==> src/rtl/mem_access_sequencer_if.sv <==
// rtl/mem_access_sequencer_if.sv - request/response and data-memory signals of the memory access sequencer
interface mem_access_sequencer_if;
    logic        req;
    logic        req_we;
    logic [1:0]  tam;
    logic [63:0] addr;
    logic [63:0] wdata;
    logic        busy;
    logic        done;
    logic        err;
    logic [63:0] rdata;
    logic [63:0] mem_addr;
    logic [63:0] mem_wdata;
    logic        mem_we;
    logic [63:0] mem_rdata;

    modport slave (
        input  req, req_we, tam, addr, wdata, mem_rdata,
        output busy, done, err, rdata, mem_addr, mem_wdata, mem_we
    );

    modport master (
        output req, req_we, tam, addr, wdata, mem_rdata,
        input  busy, done, err, rdata, mem_addr, mem_wdata, mem_we
    );
endinterface

==> src/rtl/mem_access_sequencer.sv <==
// rtl/mem_access_sequencer.sv - multicycle sized load/store sequencer with read-modify-write partial stores
module mem_access_sequencer #(
    parameter int MEM_LAT = 1
) (
    input  logic                  clk,
    input  logic                  rst_n,
    mem_access_sequencer_if.slave bus
);
    localparam int CW = (MEM_LAT > 1) ? $clog2(MEM_LAT) : 1;

    typedef enum logic [1:0] {S_IDLE, S_RD, S_WR, S_DONE} state_t;

    state_t        state_q, state_d;
    logic [CW-1:0] cnt_q, cnt_d;
    logic          we_q, we_d;
    logic [1:0]    tam_q, tam_d;
    logic [2:0]    off_q, off_d;
    logic [31:0]   wdata_q, wdata_d;
    logic          busy_q, busy_d;
    logic          done_q, done_d;
    logic          err_q, err_d;
    logic          mem_we_q, mem_we_d;
    logic [63:0]   rdata_q, rdata_d;
    logic [63:0]   mem_addr_q, mem_addr_d;
    logic [63:0]   mem_wdata_q, mem_wdata_d;

    logic          misaligned;
    logic          accept;
    logic          rd_last;
    logic [63:0]   lane;
    logic [63:0]   load_val;
    logic [63:0]   size_mask;
    logic [63:0]   merged;

    assign accept  = (state_q == S_IDLE) && bus.req;
    assign rd_last = (state_q == S_RD) && (cnt_q == '0);

    always_comb begin
        misaligned = 1'b0;
        unique case (bus.tam)
            2'b00:   misaligned = (bus.addr[2:0] != 3'b000);
            2'b01:   misaligned = (bus.addr[1:0] != 2'b00);
            2'b10:   misaligned = bus.addr[0];
            default: misaligned = 1'b0;
        endcase
    end

    // Memory data is little-endian: shift the addressed lane down to bit 0.
    always_comb begin
        lane      = bus.mem_rdata >> {off_q, 3'b000};
        load_val  = lane;
        size_mask = 64'hFFFF_FFFF_FFFF_FFFF;
        unique case (tam_q)
            2'b01: begin
                load_val  = {{32{lane[31]}}, lane[31:0]};
                size_mask = 64'h0000_0000_FFFF_FFFF;
            end
            2'b10: begin
                load_val  = {{48{lane[15]}}, lane[15:0]};
                size_mask = 64'h0000_0000_0000_FFFF;
            end
            2'b11: begin
                load_val  = {{56{lane[7]}}, lane[7:0]};
                size_mask = 64'h0000_0000_0000_00FF;
            end
            default: begin
                load_val  = lane;
                size_mask = 64'hFFFF_FFFF_FFFF_FFFF;
            end
        endcase
        merged = (bus.mem_rdata & ~(size_mask << {off_q, 3'b000}))
               | (({32'h0, wdata_q} & size_mask) << {off_q, 3'b000});
    end

    always_ff @(posedge clk or negedge rst_n) begin
        if (!rst_n) begin
            state_q     <= S_IDLE;
            cnt_q       <= '0;
            we_q        <= 1'b0;
            tam_q       <= 2'b00;
            off_q       <= 3'b000;
            wdata_q     <= '0;
            busy_q      <= 1'b0;
            done_q      <= 1'b0;
            err_q       <= 1'b0;
            mem_we_q    <= 1'b0;
            rdata_q     <= '0;
            mem_addr_q  <= '0;
            mem_wdata_q <= '0;
        end else begin
            state_q     <= state_d;
            cnt_q       <= cnt_d;
            we_q        <= we_d;
            tam_q       <= tam_d;
            off_q       <= off_d;
            wdata_q     <= wdata_d;
            busy_q      <= busy_d;
            done_q      <= done_d;
            err_q       <= err_d;
            mem_we_q    <= mem_we_d;
            rdata_q     <= rdata_d;
            mem_addr_q  <= mem_addr_d;
            mem_wdata_q <= mem_wdata_d;
        end
    end

    always_comb begin
        state_d = state_q;
        cnt_d   = cnt_q;
        unique case (state_q)
            S_IDLE: begin
                if (bus.req) begin
                    if (misaligned) begin
                        state_d = S_DONE;
                    end else if (bus.req_we && (bus.tam == 2'b00)) begin
                        state_d = S_WR;
                    end else begin
                        state_d = S_RD;
                        cnt_d   = CW'(MEM_LAT - 1);
                    end
                end
            end
            S_RD: begin
                if (cnt_q == '0) begin
                    state_d = we_q ? S_WR : S_DONE;
                end else begin
                    cnt_d = cnt_q - CW'(1);
                end
            end
            S_WR:    state_d = S_DONE;
            S_DONE:  state_d = S_IDLE;
            default: state_d = S_IDLE;
        endcase
    end

    // Outputs are registered, so they are derived from the state being entered.
    always_comb begin
        we_d        = we_q;
        tam_d       = tam_q;
        off_d       = off_q;
        wdata_d     = wdata_q;
        err_d       = err_q;
        rdata_d     = rdata_q;
        mem_addr_d  = mem_addr_q;
        mem_wdata_d = mem_wdata_q;
        busy_d      = (state_d != S_IDLE);
        done_d      = (state_d == S_DONE);
        mem_we_d    = (state_d == S_WR);
        if (accept) begin
            we_d       = bus.req_we;
            tam_d      = bus.tam;
            off_d      = bus.addr[2:0];
            wdata_d    = bus.wdata[31:0];
            err_d      = misaligned;
            mem_addr_d = {bus.addr[63:3], 3'b000};
            if (state_d == S_WR) begin
                mem_wdata_d = bus.wdata;
            end
        end
        if (rd_last) begin
            if (we_q) begin
                mem_wdata_d = merged;
            end else begin
                rdata_d = load_val;
            end
        end
    end

    assign bus.busy      = busy_q;
    assign bus.done      = done_q;
    assign bus.err       = err_q;
    assign bus.rdata     = rdata_q;
    assign bus.mem_addr  = mem_addr_q;
    assign bus.mem_wdata = mem_wdata_q;
    assign bus.mem_we    = mem_we_q;
endmodule

==> src/flat_wrapper.sv <==
// flat-port wrapper written by rule: the top's interface ports become plain ports
module mem_access_sequencer_flat 
#(
    parameter int MEM_LAT = 1
)
  (clk, rst_n, bus_req, bus_req_we, bus_tam, bus_addr, bus_wdata, bus_mem_rdata, bus_busy, bus_done, bus_err, bus_rdata, bus_mem_addr, bus_mem_wdata, bus_mem_we);
  mem_access_sequencer_if bus_i ();
  input  logic clk;
  input  logic rst_n;
  input wire logic [$bits(bus_i.req)-1:0] bus_req;
  input wire logic [$bits(bus_i.req_we)-1:0] bus_req_we;
  input wire logic [$bits(bus_i.tam)-1:0] bus_tam;
  input wire logic [$bits(bus_i.addr)-1:0] bus_addr;
  input wire logic [$bits(bus_i.wdata)-1:0] bus_wdata;
  input wire logic [$bits(bus_i.mem_rdata)-1:0] bus_mem_rdata;
  output wire logic [$bits(bus_i.busy)-1:0] bus_busy;
  output wire logic [$bits(bus_i.done)-1:0] bus_done;
  output wire logic [$bits(bus_i.err)-1:0] bus_err;
  output wire logic [$bits(bus_i.rdata)-1:0] bus_rdata;
  output wire logic [$bits(bus_i.mem_addr)-1:0] bus_mem_addr;
  output wire logic [$bits(bus_i.mem_wdata)-1:0] bus_mem_wdata;
  output wire logic [$bits(bus_i.mem_we)-1:0] bus_mem_we;
  assign bus_i.req = bus_req;
  assign bus_i.req_we = bus_req_we;
  assign bus_i.tam = bus_tam;
  assign bus_i.addr = bus_addr;
  assign bus_i.wdata = bus_wdata;
  assign bus_i.mem_rdata = bus_mem_rdata;
  assign bus_busy = bus_i.busy;
  assign bus_done = bus_i.done;
  assign bus_err = bus_i.err;
  assign bus_rdata = bus_i.rdata;
  assign bus_mem_addr = bus_i.mem_addr;
  assign bus_mem_wdata = bus_i.mem_wdata;
  assign bus_mem_we = bus_i.mem_we;
  mem_access_sequencer #(.MEM_LAT(MEM_LAT)) u_core (.clk(clk), .rst_n(rst_n), .bus(bus_i));
endmodule
==> config.mk <==
export PLATFORM = sky130hd
export DESIGN_NAME = mem_access_sequencer_flat
export DESIGN_NICKNAME = d
export VERILOG_FILES = /design/src/rtl/mem_access_sequencer_if.sv /design/src/rtl/mem_access_sequencer.sv /design/src/flat_wrapper.sv
export SDC_FILE = /design/constraint.sdc
export NUM_CORES = 1
export LEC_CHECK = 0
export CORE_MARGIN = 8
export CORE_UTILIZATION = 47
export CTS_CLUSTER_DIAMETER = 200
export CTS_CLUSTER_SIZE = 14
export DETAILED_ROUTE_END_ITERATION = 16
export PLACE_DENSITY_LB_ADDON = 0.3
export SYNTH_ARGS = -nofsm -noshare
export SYNTH_HDL_FRONTEND = slang
export SYNTH_SLANG_ARGS = --single-unit
==> constraint.sdc <==
create_clock -name clk -period 2.3 [get_ports clk]
set_input_delay 0.575 -clock clk [delete_from_list [all_inputs] [get_ports clk]]
set_output_delay 0.575 -clock clk [all_outputs]
set_load 0.02 [all_outputs]
Yosys cells after proc, flatten, opt, wreduce, memory -nomap -nowiden
Cells that the tools add are included.
Widths: inputs -> output; s select.
{"block": "totals", "reg_bits": 234, "latch_bits": 0, "mem_bits_rw": 0, "rom_bits": 0, "inputBits": 198, "out_inout_bits": 196, "elab_cells": 65, "n_memories": 0}
{"block": "classes", "addsub": 1, "mul": 0, "div_mod_pow": 0, "magnitude_cmp": 0, "n_eq_ne": 13, "n_shift": 3, "mux": 18, "bitwise": 6, "n_reduce_logical": 11}
{"op": "$pmux 64 s3", "n": 2}
{"op": "$mux 64", "n": 4}
{"op": "$shl 64x6->64", "n": 2}
{"op": "$and 32x64->64", "n": 1}
{"op": "$and 64x64->64", "n": 1}
{"op": "$not 64->64", "n": 1}
{"op": "$or 64x64->64", "n": 1}
{"op": "$shr 64x6->64", "n": 1}
{"op": "$eq 2x2->1 const B", "n": 7}
{"op": "$mux 2", "n": 4}
{"op": "$pmux 2 s4", "n": 1}
{"op": "$eq 2x1->1 const B", "n": 3}
{"op": "$ne 2x2->1 const B", "n": 3}
{"op": "$reduce_bool 2->1", "n": 3}
{"op": "$mux 1", "n": 5}
{"op": "$logic_not 2->1", "n": 2}
{"op": "$reduce_and 4->1", "n": 1}
{"op": "$logic_and 1x1->1", "n": 3}
{"op": "$pmux 1 s3", "n": 1}
{"op": "$reduce_bool 3->1", "n": 1}
{"op": "$not 1->1", "n": 2}
{"op": "$pmux 1 s2", "n": 1}
{"op": "$reduce_and 2->1", "n": 1}
{"op": "$sub 1x1->1 const B", "n": 1}

Longest topological paths before layout
{"block": "depth", "depth_word": 11, "ltp_mapped": 10}

Worst setup path before layout
Ideal clock, no wire load.
{"block": "synth_path", "kind": "input port to flip-flop", "start": "in bus_tam[0]", "end": "reg u_core.mem_wdata_q[4] (netlist: u_core.bus.mem_wdata[4])", "arrival_ns": 1.937, "required_time_ns": 2.213, "path_slack_ns": 0.276, "path_stages": 7, "n_path_buf": 2, "cell_sequence": "or3b_1 > o41ai_2 > and3_1 > buf_2 > buf_4 > a21oi_1 > a22oi_1"}
{"block": "synth_between", "elab_chain_len": 11, "word_cells_on_any_way": 14}
{"item": "from (decl)", "line": "flat_wrapper.sv:12", "rtl": "input wire logic [$bits(bus_i.tam)-1:0] bus_tam;"}
{"item": "parallel branches: the longest is 3 deep, another holds $pmux 1 s3"}
{"item": "$mux 2 (*)", "line": "mem_access_sequencer.sv:113", "rtl": "if (misaligned) begin"}
{"item": "$mux 2 (*)", "line": "mem_access_sequencer.sv:112", "rtl": "if (bus.req) begin"}
{"item": "$pmux 2 s4 (*)", "line": "mem_access_sequencer.sv:110", "rtl": "unique case (state_q)"}
{"item": "$eq 2x2->1 (*)", "line": "mem_access_sequencer.sv:156", "rtl": "if (state_d == S_WR) begin"}
{"item": "$mux 64 (*)", "line": "mem_access_sequencer.sv:156"}
{"item": "$mux 64 (*)", "line": "mem_access_sequencer.sv:149", "rtl": "if (accept) begin"}
{"item": "$mux 64", "line": "mem_access_sequencer.sv:161", "rtl": "if (we_q) begin"}
{"item": "$mux 64 (*)", "line": "mem_access_sequencer.sv:160", "rtl": "if (rd_last) begin"}
{"item": "net u_core.mem_wdata_d[4]", "line": "mem_access_sequencer.sv:25", "rtl": "logic [63:0] mem_wdata_q, mem_wdata_d;"}
{"item": "to (signal assigned)", "line": "mem_access_sequencer.sv:103", "rtl": "mem_wdata_q <= mem_wdata_d;"}
{"item": "to (decl)", "line": "mem_access_sequencer.sv:25"}
Mark *: on every way through the listed nets, which the timed path passes.
A chain may end at the register's enable or synchronous reset.

Worst setup path after layout
{"block": "layout_path", "start": "reg u_core.tam_q[1]", "end": "reg u_core.mem_wdata_q[11] (netlist: u_core.bus.mem_wdata[11])"}
{"block": "layout_between", "elab_chain_len": 8, "word_cells_on_any_way": 12}
{"item": "from (decl)", "line": "mem_access_sequencer.sv:16", "rtl": "logic [1:0] tam_q, tam_d;"}
{"item": "from (signal assigned)", "line": "mem_access_sequencer.sv:94", "rtl": "tam_q <= tam_d;"}
{"item": "$eq 2x2->1 / $eq 2x1->1 (equally long branches)", "line": "mem_access_sequencer.sv:53", "rtl": "unique case (tam_q)"}
{"item": "$pmux 64 s3 (*)", "line": "mem_access_sequencer.sv:53"}
{"item": "$shl 64x6->64", "line": "mem_access_sequencer.sv:71", "rtl": "merged = (bus.mem_rdata & ~(size_mask << {off_q, 3'b000}))"}
{"item": "$not 64->64", "line": "mem_access_sequencer.sv:71"}
{"item": "$and 64x64->64", "line": "mem_access_sequencer.sv:71"}
{"item": "$or 64x64->64 (*)", "line": "mem_access_sequencer.sv:72", "rtl": "| (({32'h0, wdata_q} & size_mask) << {off_q, 3'b000});"}
{"item": "$mux 64 (*)", "line": "mem_access_sequencer.sv:161"}
{"item": "$mux 64 (*)", "line": "mem_access_sequencer.sv:160"}
{"item": "net u_core.mem_wdata_d[11]", "line": "mem_access_sequencer.sv:25"}
Mark *: on every way through the listed nets, which the timed path passes. The rest lies on a longest branch.

==> results.sh <==
export IMPL_seq_area_frac_synth=0.465
export IMPL_power_frac_clock=0.108
export IMPL_top_layer="met4"
export IMPL_cts_tree="done"
export IMPL_synth_top_flop_cell="dfrtp_1"
export IMPL_clkSlewWorstSetupHoldPaths_ns=0.07
export IMPL_met2_wirelength_um=25200
export IMPL_drtPass1Iterations=7
export IMPL_finalSetupTns_ns=0
export IMPL_clock_path_buffers=3
export IMPL_overflow=0
export IMPL_yosys_area_top_type="dfrtp_1"
export IMPL_ys_warn_count=0
export IMPL_wl_met3_um=5890
export IMPL_status="finished clean"
export IMPL_worst_ep_arrival_time_ns=2.71
export IMPL_drive_gt1_frac=0.122
export IMPL_ios=394
export IMPL_hold_slack_ns=0.473
export IMPL_worstSetupEndpointType="register"
export IMPL_critPathLaunchType="register"
export IMPL_cellPowerDensity_nw_per_um2=1570
export IMPL_synth_cell_types=53
export IMPL_nets=2027
export IMPL_fin_area_um2=18300
export IMPL_yosysTopAreaCellShare=0.465
export IMPL_grtUsageTotal=0.323
export IMPL_swShare=0.451
export IMPL_cp_cell_sequence="buf_4 -> nand2_1 -> buf_4 -> o21ai_1 -> a221oi_1 -> buf_4 -> a21oi_1"
export IMPL_ys_seq_elements=233
export IMPL_syn2layout_area_growth_pct=46.2
export IMPL_route_detailed_drc=0
export IMPL_die_area_um2=32200
export IMPL_die_w_um=179
export IMPL_routed_wl_um=53800
export IMPL_cp_slowest_cell="o21ai_1"
export IMPL_rows=59
export IMPL_cp_max_fo=18
export IMPL_first_global_vias=13100
export IMPL_tightest_slew_ns=0.956
export IMPL_finalPower_mw=28.7
export IMPL_layout_min_cycle_time_ns=2.29
export IMPL_drt_iter0_markers=1409
export IMPL_dp_hpwl_um=41200
export IMPL_syn_area_um2=12500
export IMPL_min_path_type="reg2reg"
export IMPL_power_leakage_nw=7.99
export IMPL_async_flop_share=1.00
export IMPL_drv_slew=0
export IMPL_ir_worst_vdd_uv=764
export IMPL_avgSynthCellArea_um2=9.07
export IMPL_synth_most_common_cell="nand2_1"
export IMPL_die_h_um=179
export IMPL_drtAntennaViolNets=0
export IMPL_synth_cells=1382
export IMPL_synth_area_leaders="dfrtp_1, nand2_1, a21oi_1"
export IMPL_vias=13100
export IMPL_path_class="reg2reg"
export IMPL_antenna_found_initial=2
export IMPL_cpPeakStageDelay_ns=0.68
export IMPL_pwr_share_seq=0.270
export IMPL_dpl_cell_count=2134
export IMPL_rsz0062_at_grt="no"
export IMPL_power_switching_mw=12.9
export IMPL_setup_violations=0
export IMPL_p_int_mw=15.8
export IMPL_io_buffer_count=390
export IMPL_clock_skew_ns=0.0254
export IMPL_required_ns=2.73
export IMPL_fmax_mhz=437
export IMPL_cap_violations=0
export IMPL_cts_buffers=20
export IMPL_grt_max_degree=78
export IMPL_wl_met1_um=20500
export IMPL_fill_cells=2031
export IMPL_start_util=0.480
export IMPL_clock_sinks=233
export IMPL_wl_per_cell_um=24.9
export IMPL_ys_top_cells_by_count="nand2_1, dfrtp_1, a21oi_1"
export IMPL_h_tree_depth=1
export IMPL_coreArea_um2=26100
export IMPL_fin_cells=2164
export IMPL_insertion_delay_ns=0.52
export IMPL_cpMostUsedCell="buf_4"
export IMPL_slew_headroom=0.360
export IMPL_synth_edff_count=0
export IMPL_place_gp_congestion=0.992
export IMPL_finalCritPeriodShare=0.994
export IMPL_grt_pass1_wl_um=79300
export IMPL_placed_cell_area_um2=17700
export IMPL_vias_per_cell=6.06
export IMPL_hold_violations=0
export IMPL_p_comb_frac=0.622
export IMPL_root_buffer="clkbuf_16"
metal layers:
layer / vias up / GRT usage
li1: 5826 / -
met1: 6384 / 0.394
met2: 781 / 0.529
met3: 133 / 0.0944
met4: 0 / 0.137
met5: - / 0
metrics by stage:
step | worst slack [ns] | utilization
after floorplan | 0.276 | -
after global placement | -0.388 | 0.676
after detailed placement | -0.447 | 0.676
after CTS | 0.0462 | 0.698
after global routing | 0.00767 | 0.701
final | 0.0134 | 0.701
cell type report:
class | instances | area [um^2] | share of cell area
antenna | 2 | 5.00 | 0.000273
clock buffer | 23 | 533 | 0.0291
tap | 335 | 419 | 0.0229
multi-input combinational | 1009 | 6140 | 0.335
clock inverter | 1 | 7.51 | 0.000410
timing repair buffer | 541 | 5310 | 0.290
sequential | 233 | 5840 | 0.319
inverter | 20 | 75.1 | 0.00410
cells by family (layout without fill, tap and decap cells):
| logic type | after synthesis | in the layout | synth area share |
|---|---|---|---|
| AO/OA/AOI/OAI | 444 | 444 | 0.237 |
| adder cells (fa/ha/maj) | 4 | 4 | 0.00399 |
| buffers and inverters | 142 | 585 | 0.0506 |
| flip-flops | 233 | 233 | 0.465 |
| multiplexers | 85 | 85 | 0.0848 |
| other | 1 | 5 | 0.000299 |
| AND/OR/NAND/NOR | 473 | 473 | 0.158 |
power by group through the flow:
stage	Clock (mW)	Sequential, mW	Combinational [mW]
final	3.09	7.75	17.9
after detailed placement	0	7.75	17.5
after global routing	3.26	7.97	19.0
after global placement	0	7.68	17.1
after floorplan	0	9.39	7.63
after CTS	3.11	7.71	17.6
state kept, by name (all words and copies together), names as in the netlist:
signal and cells:
u_core.bus.mem_addr 61, u_core.wdata_q 32, u_core.state_q 2, u_core.bus.mem_wdata 64
u_core.bus.err 1, u_core.tam_q 2, u_core.bus.rdata 64, u_core.bus.done 1
u_core.we_q 1, u_core.off_q 3, u_core.bus.mem_we 1, u_core.bus.busy 1
worst max-delay path: cells and delay by family, from the launching register on:
family / cells / cell delay (ns)
AO/OA/AOI/OAI: 3 / 0.98
flip-flops: 1 / 0.37
AND/OR/NAND/NOR: 1 / 0.14
buffers and inverters: 3 / 0.69
repair_timing:
item	4_1_cts	5_1_grt
buffers inserted	0	1
endpoints found under the hold margin	38	0
setup endpoints to repair	79	105
pin swaps	0	3
hold buffers	1	0
cloned	0	2
gates resized for setup	3	8
final timing paths:
check / endpoint / depth (start not counted) / from / slack, ns
worst min-delay path: u_core.bus.mem_addr[44] / 2 / u_core.bus.mem_addr[44] / 0.47
min in group asynchronous: u_core.bus.rdata[61] / 2 / rst_n / 0.56
worst max-delay path: u_core.bus.mem_wdata[11] / 7 / u_core.tam_q[1] / 0.01
max in group asynchronous: u_core.bus.rdata[20] / 3 / rst_n / 1.05
worst max register to register: u_core.bus.mem_wdata[11] / 7 / u_core.tam_q[1] / 0.01
worst min register to register: u_core.bus.mem_addr[44] / 2 / u_core.bus.mem_addr[44] / 0.47
layout by cell type (no fill, tap or decap), types with 21 or more instances in the layout:
master             n
o21ai_0           56
clkdlybuf4s50_1  389
o2bb2ai_1         24
mux2i_1           59
buf_4            129
a221oi_1          56
dfrtp_1          230
a21oi_1          162
o22a_1            54
a211oi_1          21
clkbuf_16         23
nor2_1            41
nand2_1          365
No activity file was read; power rests on OpenSTA's default activity.
